===== config.mk =====
export PLATFORM = sky130hd
export DESIGN_NAME = fifo_word_packer
export DESIGN_NICKNAME = d
export VERILOG_FILES = /design/src/rtl/fifo_pack_pkg.sv /design/src/rtl/fifo_word_packer.sv
export SDC_FILE = /design/constraint.sdc
export NUM_CORES = 1
export LEC_CHECK = 0
export CORE_ASPECT_RATIO = 0.6
export CORE_UTILIZATION = 40
export CTS_BUF_LIST = sky130_fd_sc_hd__clkbuf_8
export DETAILED_ROUTE_END_ITERATION = 16
export PLACE_DENSITY_LB_ADDON = 0.2
export SETUP_SLACK_MARGIN = 0.02
export SLEW_MARGIN = 20
export SYNTH_ARGS = -nofsm -noshare
export SYNTH_HDL_FRONTEND = slang
export SYNTH_SLANG_ARGS = --single-unit

===== constraint.sdc =====
create_clock -name clk -period 1.46 [get_ports clk]
set_input_delay 0.146 -clock clk [delete_from_list [all_inputs] [get_ports clk]]
set_output_delay 0.146 -clock clk [all_outputs]
set_load 0.02 [all_outputs]

===== src/rtl/fifo_pack_pkg.sv =====
// fifo_pack_pkg: shared state encoding and default word width for the byte-to-word packer.
package fifo_pack_pkg;
  typedef enum logic {FILL, HOLD} pack_state_e;
  localparam int WORD_BYTES_DEF = 4;
endpackage


===== src/rtl/fifo_word_packer.sv =====
// fifo_word_packer: pops bytes from a registered-output FIFO and packs them little-endian into words.
module fifo_word_packer
  import fifo_pack_pkg::*;
#(
  parameter int WORD_BYTES = WORD_BYTES_DEF
) (
  input  logic                    clk,
  input  logic                    rst,
  input  logic                    fifo_empty,
  output logic                    fifo_rd,
  input  logic [7:0]              fifo_data,
  input  logic                    flush,
  output logic                    m_valid,
  input  logic                    m_ready,
  output logic [8*WORD_BYTES-1:0] m_data,
  output logic [WORD_BYTES-1:0]   m_keep,
  output logic [15:0]             words_out
);
  localparam int IW = $clog2(WORD_BYTES) + 1;
  localparam logic [IW:0] WB_FULL = (IW+1)'(WORD_BYTES);
  pack_state_e state_q, state_d;
  logic [IW-1:0] byte_idx_q, byte_idx_d;
  logic inflight_q;
  logic flush_pending_q, flush_pending_d;
  logic [8*WORD_BYTES-1:0] data_q, data_d;
  logic [WORD_BYTES-1:0] keep_q, keep_d;
  logic [15:0] words_q, words_d;
  logic fill;
  assign fill = state_q == FILL;
  // Bytes already popped but not yet landed count against the free lanes.
  assign fifo_rd = rst & fill & !fifo_empty & !flush_pending_q &
                   (({1'b0, byte_idx_q} + (IW+1)'(inflight_q)) < WB_FULL);
  assign m_valid = state_q == HOLD;
  assign m_data = data_q;
  assign m_keep = keep_q;
  assign words_out = words_q;
  always_comb begin
    state_d = state_q;
    byte_idx_d = byte_idx_q;
    flush_pending_d = flush_pending_q | flush;
    data_d = data_q;
    keep_d = keep_q;
    words_d = words_q;
    if (fill) begin
      if (inflight_q) begin
        for (int i = 0; i < WORD_BYTES; i++)
          if (byte_idx_q == IW'(i)) begin
            data_d[8*i +: 8] = fifo_data;
            keep_d[i] = 1'b1;
          end
        byte_idx_d = byte_idx_q + IW'(1);
        state_d = byte_idx_d == IW'(WORD_BYTES) ? HOLD : FILL;
      end else if (flush_pending_q) begin
        state_d = byte_idx_q != '0 ? HOLD : FILL;
        flush_pending_d = flush;
      end
    end else if (m_ready) begin
      state_d = FILL;
      byte_idx_d = '0;
      data_d = '0;
      keep_d = '0;
      words_d = words_q + 16'd1;
    end
  end
  always_ff @(posedge clk) begin
    if (!rst) begin
      state_q <= FILL;
      byte_idx_q <= '0;
      inflight_q <= 1'b0;
      flush_pending_q <= 1'b0;
      data_q <= '0;
      keep_q <= '0;
      words_q <= '0;
    end else begin
      state_q <= state_d;
      byte_idx_q <= byte_idx_d;
      inflight_q <= fifo_rd;
      flush_pending_q <= flush_pending_d;
      data_q <= data_d;
      keep_q <= keep_d;
      words_q <= words_d;
    end
  end
endmodule

==> flow_metrics.py, run 1 <==
metrics = {
    "route": {
        "detailedRoute.firstPassIterationCount": 4,
        "routed_wirelength_mm": 6.68,
        "post_detailed_route_wirelength_per_cell_microns": 14.3,
        "drtAntennaViolNets": 0,
        "total_number_of_vias": 2356,
        "post-route-drc-count": 0,
        "vias_per_cell": 5.04,
        "drtIter0Drc": 83,
    },
    "final_layout": {
        "mostFrequentLayoutCells": "44 x sky130_fd_sc_hd__nand2_1, 43 x sky130_fd_sc_hd__dfxtp_1, 42 x sky130_fd_sc_hd__a21oi_1",
        "seqCellArea_sq_mm": 0.00121,
        "layout.nets": 402,
        "layoutNonFillerInstCount": 467,
        "flow.area_growth_from_synthesis_pct": 60.1,
        "layout_commonest_cell": "sky130_fd_sc_hd__nand2_1",
        "finalCoreUtilization_pct": 67.0,
        "fill_cells": 489,
        "num_antenna_cells": 0,
        "multiInputGateArea_sq_mm": 0.00120,
        "layout-drive-gt1-share_pct": 23.5,
    },
    "global_routing": {
        "wire_length_of_the_first_global_routing_pass_mm": 10.0,
        "grt_start_max_net_pins": 37,
        "number_of_global_route_vias_before_repair": 2033,
        "global_route.usage.total_pct": 22.0,
        "globalRoute.totalOverflow": 0,
        "grt_antenna_before_repair": 0,
    },
    "timing": {
        "timing.setup.tns_ps": -304,
        "ratio_of_final_minimum_period_to_clock_period_pct": 110,
        "finalHoldViolations": 0,
        "timing.final.crit_period_ps": 1610,
        "worst-slew-pin-transition_ps": 331,
        "setup_viol": 3,
        "skew_final_ps": 9.30,
        "maxSlewViolCount": 0,
        "holdWs_ps": 348,
        "setup_repair_after_global_routing_missed_its_margin": "true",
        "fmax_ghz": 0.621,
        "max_slew_margin_pct": 78.0,
        "smallest_setup_slack_after_layout_ps": -150,
    },
    "placed_design": {
        "place.detailed.instances": 446,
        "port_buffers": 66,
        "place_hpwl_mm": 4.49,
        "place.gp.congestion": 0.766,
    },
    "worst_setup_path": {
        "worstPathCellList": "buf_6, nand2_4, or4_4, or3_4, a21oi_2",
        "critical_path_data_arrival_time_ps": 1890,
        "worst-setup-path-type": "reg -> reg",
        "critPathMaxFanout": 4,
        "cp_slowest_cell": "sky130_fd_sc_hd__or4_4",
        "critical_path_rt_ps": 1740,
        "worst_path_largest_cell_delay_ps": 570,
        "timing.critical_path.to_type": "flip-flop",
        "startpoint_type_of_the_worst_setup_path": "flip-flop",
    },
    "floorplan": {
        "core_area_sq_mm": 0.00562,
        "fp-row-count": 21,
        "num_io_pins": 67,
        "start_util_pct": 41.9,
        "die-area_sq_mm": 0.00620,
        "die_w_microns": 101,
        "die_y_microns": 61.4,
    },
    "clocking": {
        "cts.reportedPaths.clkPinSlew_ps": 70,
        "tritoncts.num_buffers": 9,
        "worst_skew_pair.late_latency_ps": 340,
        "cts-hold-fix-buffers": 0,
        "root_buf_cell": "sky130_fd_sc_hd__clkbuf_8",
        "htree_levels": 3,
        "cts-root-to-sink-buffers": 2,
        "tritoncts": "yes",
        "cts_sinks": 58,
    },
    "pwr": {
        "p_leak_nw": 1.89,
        "peakVddDrop_mv": 0.545,
        "clkPwrFrac_pct": 45.0,
        "internal_power_mw": 2.57,
        "cellPowerDensity_mw_per_mm2": 897,
        "p_sw_mw": 0.807,
        "net_switching_share_of_the_total_power_pct": 23.9,
        "power_frac_seq_pct": 47.5,
        "p_total_mw": 3.38,
        "combPwrFrac_pct": 7.5,
    },
    "synth": {
        "post_synth_and_or_nand_nor_area_fraction_pct": 26.4,
        "mappedNetlistNets": 303,
        "yosys-mux-area-fraction_pct": 0,
        "post_synth_inst_count": 283,
        "cell_area_after_synthesis_sq_mm": 0.00235,
        "ys_warn_count": 0,
        "avgSynthCellArea_sq_um": 8.32,
        "synth-compound-area-share_pct": 12.8,
        "main_combinational_cell_family_by_area_after_synthesis": "simple AND/OR/NAND/NOR gates",
        "synthXorXnorAreaFrac_pct": 3.72,
        "yosys.area_share.adder_pct": 3.72,
        "ys_seq_area_share_pct": 49.3,
        "synth-seq-cells": 58,
        "synth.lib_cells_used.distinct": 32,
    },
    "flow_run": {
        "max-cap-violations": 0,
    },
    "run_status": {
        "outcome": "complete, but fails checks",
        "violations": "setup timing",
    },
    "hold_path": {
        "worstHoldPathType": "in -> reg",
    },
}
[power groups by stage]
stage	registers [mW]	clock network [mW]	logic (mW)
6_report	1.60	1.52	0.254
5_1_grt	1.61	1.63	0.276
4_1_cts	1.60	1.54	0.245
3_5_place_dp	1.64	0	0.252
3_3_place_gp	1.64	0	0.249
2_1_floorplan	1.66	0	0.0916
[final timing paths]
| check | startpoint | to | slack [ps] | cells past startpoint |
|---|---|---|---|---|
| min reg2reg | m_keep[1] | m_keep[1] | 460 | 2 |
| max reg2reg | m_valid | words_out[13] | -150 | 5 |
| max | m_valid | words_out[13] | -150 | 5 |
| min | flush | flush_pending_q | 350 | 3 |
[synthesized netlist by cell type]
library cell,n,area [sq um]
sky130_fd_sc_hd__a211oi_1,1,7.51
sky130_fd_sc_hd__a21oi_1,44,220
sky130_fd_sc_hd__a22oi_1,2,15.0
sky130_fd_sc_hd__a311oi_1,2,17.5
sky130_fd_sc_hd__a31o_2,1,8.76
sky130_fd_sc_hd__a31oi_1,1,6.26
sky130_fd_sc_hd__and2_1,2,12.5
sky130_fd_sc_hd__and3_1,3,18.8
sky130_fd_sc_hd__buf_2,4,20.0
sky130_fd_sc_hd__clkbuf_1,12,45.0
sky130_fd_sc_hd__dfxtp_1,58,1160
sky130_fd_sc_hd__ha_1,7,87.6
sky130_fd_sc_hd__inv_1,8,30.0
sky130_fd_sc_hd__nand2_1,45,169
sky130_fd_sc_hd__nand2_2,1,6.26
sky130_fd_sc_hd__nand2b_1,2,12.5
sky130_fd_sc_hd__nand3_1,38,190
sky130_fd_sc_hd__nand3_2,1,10.0
sky130_fd_sc_hd__nand3b_1,1,7.51
sky130_fd_sc_hd__nand4_1,4,25.0
sky130_fd_sc_hd__nand4_4,1,21.3
sky130_fd_sc_hd__nor2_1,16,60.1
sky130_fd_sc_hd__nor2b_1,2,12.5
sky130_fd_sc_hd__nor3_1,4,20.0
sky130_fd_sc_hd__nor4_1,2,12.5
sky130_fd_sc_hd__o21ai_0,5,25.0
sky130_fd_sc_hd__or2_2,1,6.26
sky130_fd_sc_hd__or3_1,3,18.8
sky130_fd_sc_hd__or3_2,1,7.51
sky130_fd_sc_hd__or4_4,1,11.3
sky130_fd_sc_hd__xnor2_1,7,61.3
sky130_fd_sc_hd__xor2_1,3,26.3
[layer usage]
metal  vias to the layer above  share of wire [%]  global-route usage, %  wire (microns)
met5                         -                  0                      0               0
met4                         0                1.0                   8.07              69
met3                         7                6.7                   7.95             448
met2                        68                 44                   31.8            2950
met1                      1101                 48                   30.4            3210
li1                       1180                  -                      -               -
[cell type report]
cell class | instances | area share [%]
flip-flops and latches | 58 | 32.1
multi-input cells | 201 | 31.9
repair buffers | 104 | 27.1
clock buffers | 11 | 4.02
well taps | 80 | 2.66
clock inverters | 5 | 1.39
inverters | 8 | 0.797
[kinds of logic after synthesis]
group	Yosys count
simple gates	128
flops	58
compound gates	56
buf+inv	24
xor+xnor	10
fa+ha+maj	7
[flip-flops by register name (all words and copies together) (netlist names)]
register,flops
words_out,16
byte_idx_q,3
m_data,32
inflight_q,1
m_keep,4
flush_pending_q,1
m_valid,1
[worst max-delay path, delay by kind of cell, from the launching register on]
kind	cells	cell delay (ps)
flip-flops	1	350
AND/OR/NAND/NOR	3	960
AO/OA/AOI/OAI	1	130
buffers and inverters	1	110
[through the flow]
stage | instance area (sq um) | setup WS (ps)
floorplan | 2420 | -74.5
global placement | 3410 | -293
detailed placement | 3410 | -276
CTS | 3570 | -119
global route | 3770 | -167
finish | 3770 | -150
[what timing repair did]
item | in CTS | in global routing
setup endpoints to repair | 45 | 66
setup buffers | 0 | 5
gates resized for setup | 39 | 48
pin swaps | 2 | 8
Note: power is estimated with default switching activity, not from simulation.
==> inputs of run 2 (changes only) <==
--- a/config.mk
+++ b/config.mk
@@ -5,8 +5,9 @@
 export SDC_FILE = /design/constraint.sdc
 export NUM_CORES = 1
 export LEC_CHECK = 0
+export ABC_AREA = 1
 export CORE_ASPECT_RATIO = 0.6
-export CORE_UTILIZATION = 40
+export CORE_UTILIZATION = 25
 export CTS_BUF_LIST = sky130_fd_sc_hd__clkbuf_8
 export DETAILED_ROUTE_END_ITERATION = 16
 export PLACE_DENSITY_LB_ADDON = 0.2
==> flow_metrics.py, run 2 <==
metrics = {
    "run_status": {
        "outcome": "finished clean",
    },
    "placed_design": {
        "place_hpwl_mm": 5.48,
        "place.detailed.instances": 537,
        "port_buffers": 66,
        "place.gp.congestion": 0.740,
    },
    "worst_setup_path": {
        "launching_instance_or_port_of_the_critical_path": "flush_pending_q",
        "critPathMaxFanout": 2,
        "timing.critical_path.to_type": "output port",
        "reg2reg_slack_ps": 120,
        "worst_path_largest_cell_delay_ps": 320,
        "timing.reg2reg.worst_path_depth": 7,
        "worst-setup-path-type": "reg -> out",
        "timing.rr.start": "m_valid",
        "cp_slowest_cell": "sky130_fd_sc_hd__dfxtp_2",
        "endpoint_of_the_most_critical_register_to_register_path": "byte_idx_q[2]",
        "worstPathCellList": "nor3_2, nand2_1, a31oi_2, buf_4",
        "critical_path_rt_ps": 1310,
        "startpoint_type_of_the_worst_setup_path": "flip-flop",
        "critical_path_data_arrival_time_ps": 1270,
    },
    "synth": {
        "post-synth-top-area-fraction_pct": 47.3,
        "async_set_or_reset_register_ratio_after_synthesis_pct": 0,
        "post_synth_inst_count": 327,
        "cell_area_after_synthesis_sq_mm": 0.00246,
        "ys_warn_count": 0,
        "synth.lib_cells_used.distinct": 26,
        "synth-seq-cells": 58,
        "synthMostInstantiatedCell": "sky130_fd_sc_hd__nand2_1",
        "ys_seq_area_share_pct": 47.3,
        "mappedNetlistNets": 347,
        "avgSynthCellArea_sq_um": 7.51,
        "post_synth_main_area_contributors": "sky130_fd_sc_hd__dfxtp_1 47%, sky130_fd_sc_hd__nand3_1 11%, sky130_fd_sc_hd__nand2_1 9.6%, sky130_fd_sc_hd__a21oi_1 9.4%, sky130_fd_sc_hd__inv_1 4.1%",
        "ys_top_cells_by_count": "63 x sky130_fd_sc_hd__nand2_1, 58 x sky130_fd_sc_hd__dfxtp_1, 56 x sky130_fd_sc_hd__nand3_1",
        "synth_top_area_cell": "sky130_fd_sc_hd__dfxtp_1",
        "synth-edff-count": 0,
        "ys.flop_type": "sky130_fd_sc_hd__dfxtp_1",
    },
    "route": {
        "post_detailed_route_wirelength_per_cell_microns": 13.6,
        "drtIter0Drc": 143,
        "vias_per_cell": 4.54,
        "drtAntennaViolNets": 0,
        "total_number_of_vias": 2517,
        "routed_wirelength_mm": 7.55,
        "post-route-drc-count": 0,
        "detailedRoute.firstPassIterationCount": 5,
    },
    "final_layout": {
        "largest_reg_flops": 32,
        "layout-drive-gt1-share_pct": 14.9,
        "layout_commonest_cell": "sky130_fd_sc_hd__nand2_1",
        "num_antenna_cells": 0,
        "flow.area_growth_from_synthesis_pct": 46.0,
        "layout.nets": 439,
        "layoutNonFillerInstCount": 554,
        "mostFrequentLayoutCells": "59 x sky130_fd_sc_hd__nand2_1, 56 x sky130_fd_sc_hd__nand3_1, 55 x sky130_fd_sc_hd__dfxtp_1",
    },
    "timing": {
        "timing.final.crit_period_ps": 1410,
        "finalHoldViolations": 0,
        "skew_final_ps": 8.51,
        "setup_repair_after_global_routing_missed_its_margin": "true",
        "worst-slew-pin-transition_ps": 488,
        "ratio_of_final_minimum_period_to_clock_period_pct": 96.9,
        "timing.setup.tns_ps": 0,
        "max_slew_margin_pct": 67.5,
        "setup_viol": 0,
        "fmax_ghz": 0.707,
        "maxSlewViolCount": 0,
    },
    "global_routing": {
        "globalRoute.totalOverflow": 0,
        "wire_length_of_the_first_global_routing_pass_mm": 12.1,
        "grt_start_max_net_pins": 44,
        "grt_antenna_before_repair": 0,
        "global_route.usage.total_pct": 15.8,
        "number_of_global_route_vias_before_repair": 2308,
    },
    "clocking": {
        "root_buf_cell": "sky130_fd_sc_hd__clkbuf_8",
        "tritoncts.num_buffers": 9,
        "worst_skew_pair.late_latency_ps": 350,
        "tritoncts": "yes",
        "cts.reportedPaths.clkPinSlew_ps": 60,
        "cts-root-to-sink-buffers": 2,
        "htree_levels": 3,
        "cts_sinks": 58,
    },
    "floorplan": {
        "fp-row-count": 27,
        "die_w_microns": 130,
        "die_y_microns": 78.8,
        "start_util_pct": 26.2,
        "core_area_sq_mm": 0.00936,
        "die-area_sq_mm": 0.0102,
        "num_io_pins": 67,
    },
    "pwr": {
        "cellPowerDensity_mw_per_mm2": 896,
        "peakVddDrop_mv": 0.337,
        "p_leak_nw": 1.62,
    },
    "hold_path": {
        "worstHoldPathType": "in -> reg",
        "hold-path-endpoint": "flush_pending_q",
        "worst_hold_path.num_cells": 3,
        "hold_path.startpoint": "flush",
    },
    "flow_run": {
        "max-cap-violations": 0,
    },
}
-- run 2: how the worst max path moves through the flow --
stage                          to  cells past startpoint
global placement          fifo_rd                      6
global route              fifo_rd                      4
CTS                       fifo_rd                      6
detailed placement        fifo_rd                      6
finish                    fifo_rd                      4
floorplan           words_out[14]                      8
-- run 2: logic make-up (layout without fill, tap and decap cells) --
| group | Yosys count | count (layout) | share of synthesized area [%] |
|---|---|---|---|
| AOI/OAI and AO/OA | 62 | 62 | 13.4 |
| xor gates and xnor gates | 1 | 1 | 0.357 |
| adders and majority gates | 7 | 7 | 3.57 |
| buffers and inverters | 41 | 138 | 6.47 |
| DFF | 58 | 58 | 47.3 |
| and+or+nand+nor | 158 | 158 | 28.9 |
-- run 2: routing by layer --
layer | share of wire, % | vias up | GRT usage (%)
met5 | 0 | - | 0
met2 | 40 | 63 | 20.7
met3 | 6.5 | 9 | 5.39
li1 | - | 1275 | -
met1 | 53 | 1170 | 23.6
met4 | 1.3 | 0 | 5.23
-- run 2: worst max-delay path: cells and delay by family, from the launching register on --
family	cells	cell delay (ps)
AOI/OAI and AO/OA	1	150
and+or+nand+nor	2	290
DFF	1	320
buffers and inverters	1	160
-- run 2: repair_timing --
action                     in CTS  in global routing
setup endpoints to repair      66                 24
buffers inserted                0                  1
gates resized for setup        62                 11
hold buffers                    0                  0
pin swaps                       0                  1
-- run 2: cell type report --
class	count	area, sq um
fillers	1005	5770
multi-input cells	228	1170
flip-flops and latches	58	1170
repair buffers	92	800
well taps	130	163
clock buffers	10	138
inverters	30	113
clock inverters	6	33.8
-- run 2: per-stage QoR --
stage	hold slack (ps)	util (%)	power (mW)	cell area, sq um	setup WS (ps)
floorplan	280	-	1.78	2460	31.8
global placement	453	36.8	1.94	3440	-450
detailed placement	455	36.8	1.94	3440	-448
CTS	328	38.0	3.27	3560	27.6
global route	398	38.3	3.38	3590	-17.8
finish	348	38.3	3.21	3590	45.6
-- run 2: power by group --
part / leakage [nW] / internal [mW] / total [mW] / switching [mW]
clock: 0.0892 / 0.645 / 1.31 / 0.665
sequential: 0.470 / 1.61 / 1.62 / 0.0174
combinational: 1.06 / 0.112 / 0.278 / 0.166
==> inputs of run 3 (changes only) <==
--- a/config.mk
+++ b/config.mk
@@ -6,7 +6,7 @@
 export NUM_CORES = 1
 export LEC_CHECK = 0
 export ABC_AREA = 1
-export CORE_ASPECT_RATIO = 0.6
+export CORE_ASPECT_RATIO = 2
 export CORE_UTILIZATION = 25
 export CTS_BUF_LIST = sky130_fd_sc_hd__clkbuf_8
 export DETAILED_ROUTE_END_ITERATION = 16
==> constraint.sdc (replaced) <==
create_clock -name clk -period 1.5 [get_ports clk]
set_input_delay 0.15 -clock clk [delete_from_list [all_inputs] [get_ports clk]]
set_output_delay 0.15 -clock clk [all_outputs]
set_load 0.02 [all_outputs]
==> flow_metrics.py, run 3 (same netlist as run 2, synthesis figures left out) <==
metrics = {
    "route": {
        "routed_wirelength_mm": 7.49,
        "drtIter0Drc": 111,
        "detailedRoute.firstPassIterationCount": 4,
        "post_detailed_route_wirelength_per_cell_microns": 13.6,
        "drtAntennaViolNets": 0,
        "post-route-drc-count": 0,
        "vias_per_cell": 4.58,
        "total_number_of_vias": 2519,
    },
    "timing": {
        "fmax_ghz": 0.696,
        "holdWs_ps": 250,
        "skew_final_ps": 9.73,
        "setup_viol": 0,
        "worst-slew-pin-transition_ps": 501,
        "max_slew_margin_pct": 66.6,
        "finalHoldViolations": 0,
        "maxSlewViolCount": 0,
        "setup_repair_after_global_routing_missed_its_margin": "false",
        "timing.final.crit_period_ps": 1440,
        "ratio_of_final_minimum_period_to_clock_period_pct": 95.8,
    },
    "worst_setup_path": {
        "startpoint_type_of_the_worst_setup_path": "flip-flop",
        "timing.reg2reg.worst_path_depth": 6,
        "critical_path_data_arrival_time_ps": 1290,
        "critPathMaxFanout": 2,
        "timing.critical_path.to_type": "output port",
        "critical_path_rt_ps": 1350,
        "cp_top_family": "buffers and inverters",
        "path_buf_inv": 1,
        "worst-path-stages": 1,
        "worst_path_largest_cell_delay_ps": 610,
        "worstPathCellList": "clkdlybuf4s50_1",
        "cp_slowest_cell": "sky130_fd_sc_hd__clkdlybuf4s50_1",
        "worst-setup-path-type": "reg -> out",
    },
    "global_routing": {
        "number_of_global_route_vias_before_repair": 2481,
        "grt_antenna_before_repair": 0,
        "wire_length_of_the_first_global_routing_pass_mm": 11.8,
        "globalRoute.totalOverflow": 0,
        "grt_start_max_net_pins": 44,
        "global_route.usage.total_pct": 15.5,
    },
    "clocking": {
        "cts-root-to-sink-buffers": 2,
        "cts.reportedPaths.clkPinSlew_ps": 70,
        "tritoncts.num_buffers": 9,
        "htree_levels": 3,
        "post_cts_buffers": 0,
        "cts-hold-fix-buffers": 0,
        "root_buf_cell": "sky130_fd_sc_hd__clkbuf_8",
        "tritoncts": "yes",
        "worst_skew_pair.late_latency_ps": 340,
        "cts_sinks": 58,
    },
    "floorplan": {
        "die-area_sq_mm": 0.0102,
        "die_y_microns": 142,
        "die_w_microns": 72.1,
        "fp-row-count": 50,
        "start_util_pct": 26.0,
        "num_io_pins": 67,
        "core_area_sq_mm": 0.00945,
    },
    "pwr": {
        "p_leak_nw": 1.86,
        "peakVddDrop_mv": 0.476,
        "cellPowerDensity_mw_per_mm2": 941,
        "combPwrFrac_pct": 7.8,
        "net_switching_share_of_the_total_power_pct": 23.7,
        "p_sw_mw": 0.819,
        "power_frac_seq_pct": 45.6,
        "internal_power_mw": 2.64,
        "p_total_mw": 3.46,
        "clkPwrFrac_pct": 46.6,
    },
    "final_layout": {
        "layoutNonFillerInstCount": 550,
        "layout_commonest_cell": "sky130_fd_sc_hd__nand2_1",
        "layout-drive-gt1-share_pct": 13.6,
        "mostFrequentLayoutCells": "58 x sky130_fd_sc_hd__nand2_1, 56 x sky130_fd_sc_hd__nand3_1, 56 x sky130_fd_sc_hd__dfxtp_1",
        "num_antenna_cells": 0,
        "fill_cells": 968,
        "layout.nets": 435,
        "largest_reg_flops": 32,
        "flow.area_growth_from_synthesis_pct": 49.8,
    },
    "placed_design": {
        "port_buffers": 66,
        "place.gp.congestion": 0.856,
        "place_hpwl_mm": 5.54,
        "place.detailed.instances": 534,
    },
    "run_status": {
        "outcome": "finished clean",
    },
    "hold_path": {
        "worst_hold_path.num_cells": 5,
        "worstHoldPathType": "in -> reg",
    },
    "flow_run": {
        "max-cap-violations": 0,
    },
}
run 3: path summary, 6_finish.rpt:
path,start,end,slack [ps]
setup / recovery,m_data[18],m_data[18],60
hold reg to reg,m_data[7],m_data[7],450
hold / removal,rst,inflight_q,250
setup reg to reg,byte_idx_q[0],m_data[30],130
run 3: area by class of cell:
type / instances / area (sq um) / area share [%]
clock buffers: 10 / 138 / 3.74
clock inverters: 6 / 81.3 / 2.21
well taps: 130 / 163 / 4.42
inverters: 30 / 113 / 3.06
multi-input cells: 228 / 1160 / 31.6
repair buffers: 88 / 857 / 23.3
flip-flops and latches: 58 / 1160 / 31.6
run 3: repair_timing:
item,CTS,global route
setup endpoints to repair,20,46
pin swaps,0,2
resized for setup,24,33
run 3: metal layers:
layer  global-route usage, %  vias up  part of all wire (%)
met3                    3.54       21                   4.2
li1                        -     1262                     -
met5                       0        -                     0
met4                    11.7        0                   4.2
met1                    14.6     1161                    35
met2                    28.2       75                    56
run 3: power by group through the flow:
stage          logic [mW]  clock network [mW]  registers [mW]
2_1_floorplan      0.0944                   0            1.64
3_3_place_gp        0.272                   0            1.61
3_5_place_dp        0.274                   0            1.61
4_1_cts             0.270                1.68            1.58
5_1_grt             0.293                1.73            1.58
6_report            0.269                1.62            1.58
run 3: metrics by stage:
| step | instance area [sq um] | worst slack, ps | util, % | setup TNS, ps |
|---|---|---|---|---|
| CTS | 3600 | 25.7 | 38.1 | 0 |
| detailed placement | 3400 | -429 | 36.0 | -599 |
| global route | 3680 | 18.8 | 38.9 | 0 |
| global placement | 3400 | -448 | 36.0 | -585 |
| floorplan | 2460 | 71.8 | - | 0 |
| finish | 3680 | 62.9 | 38.9 | 0 |
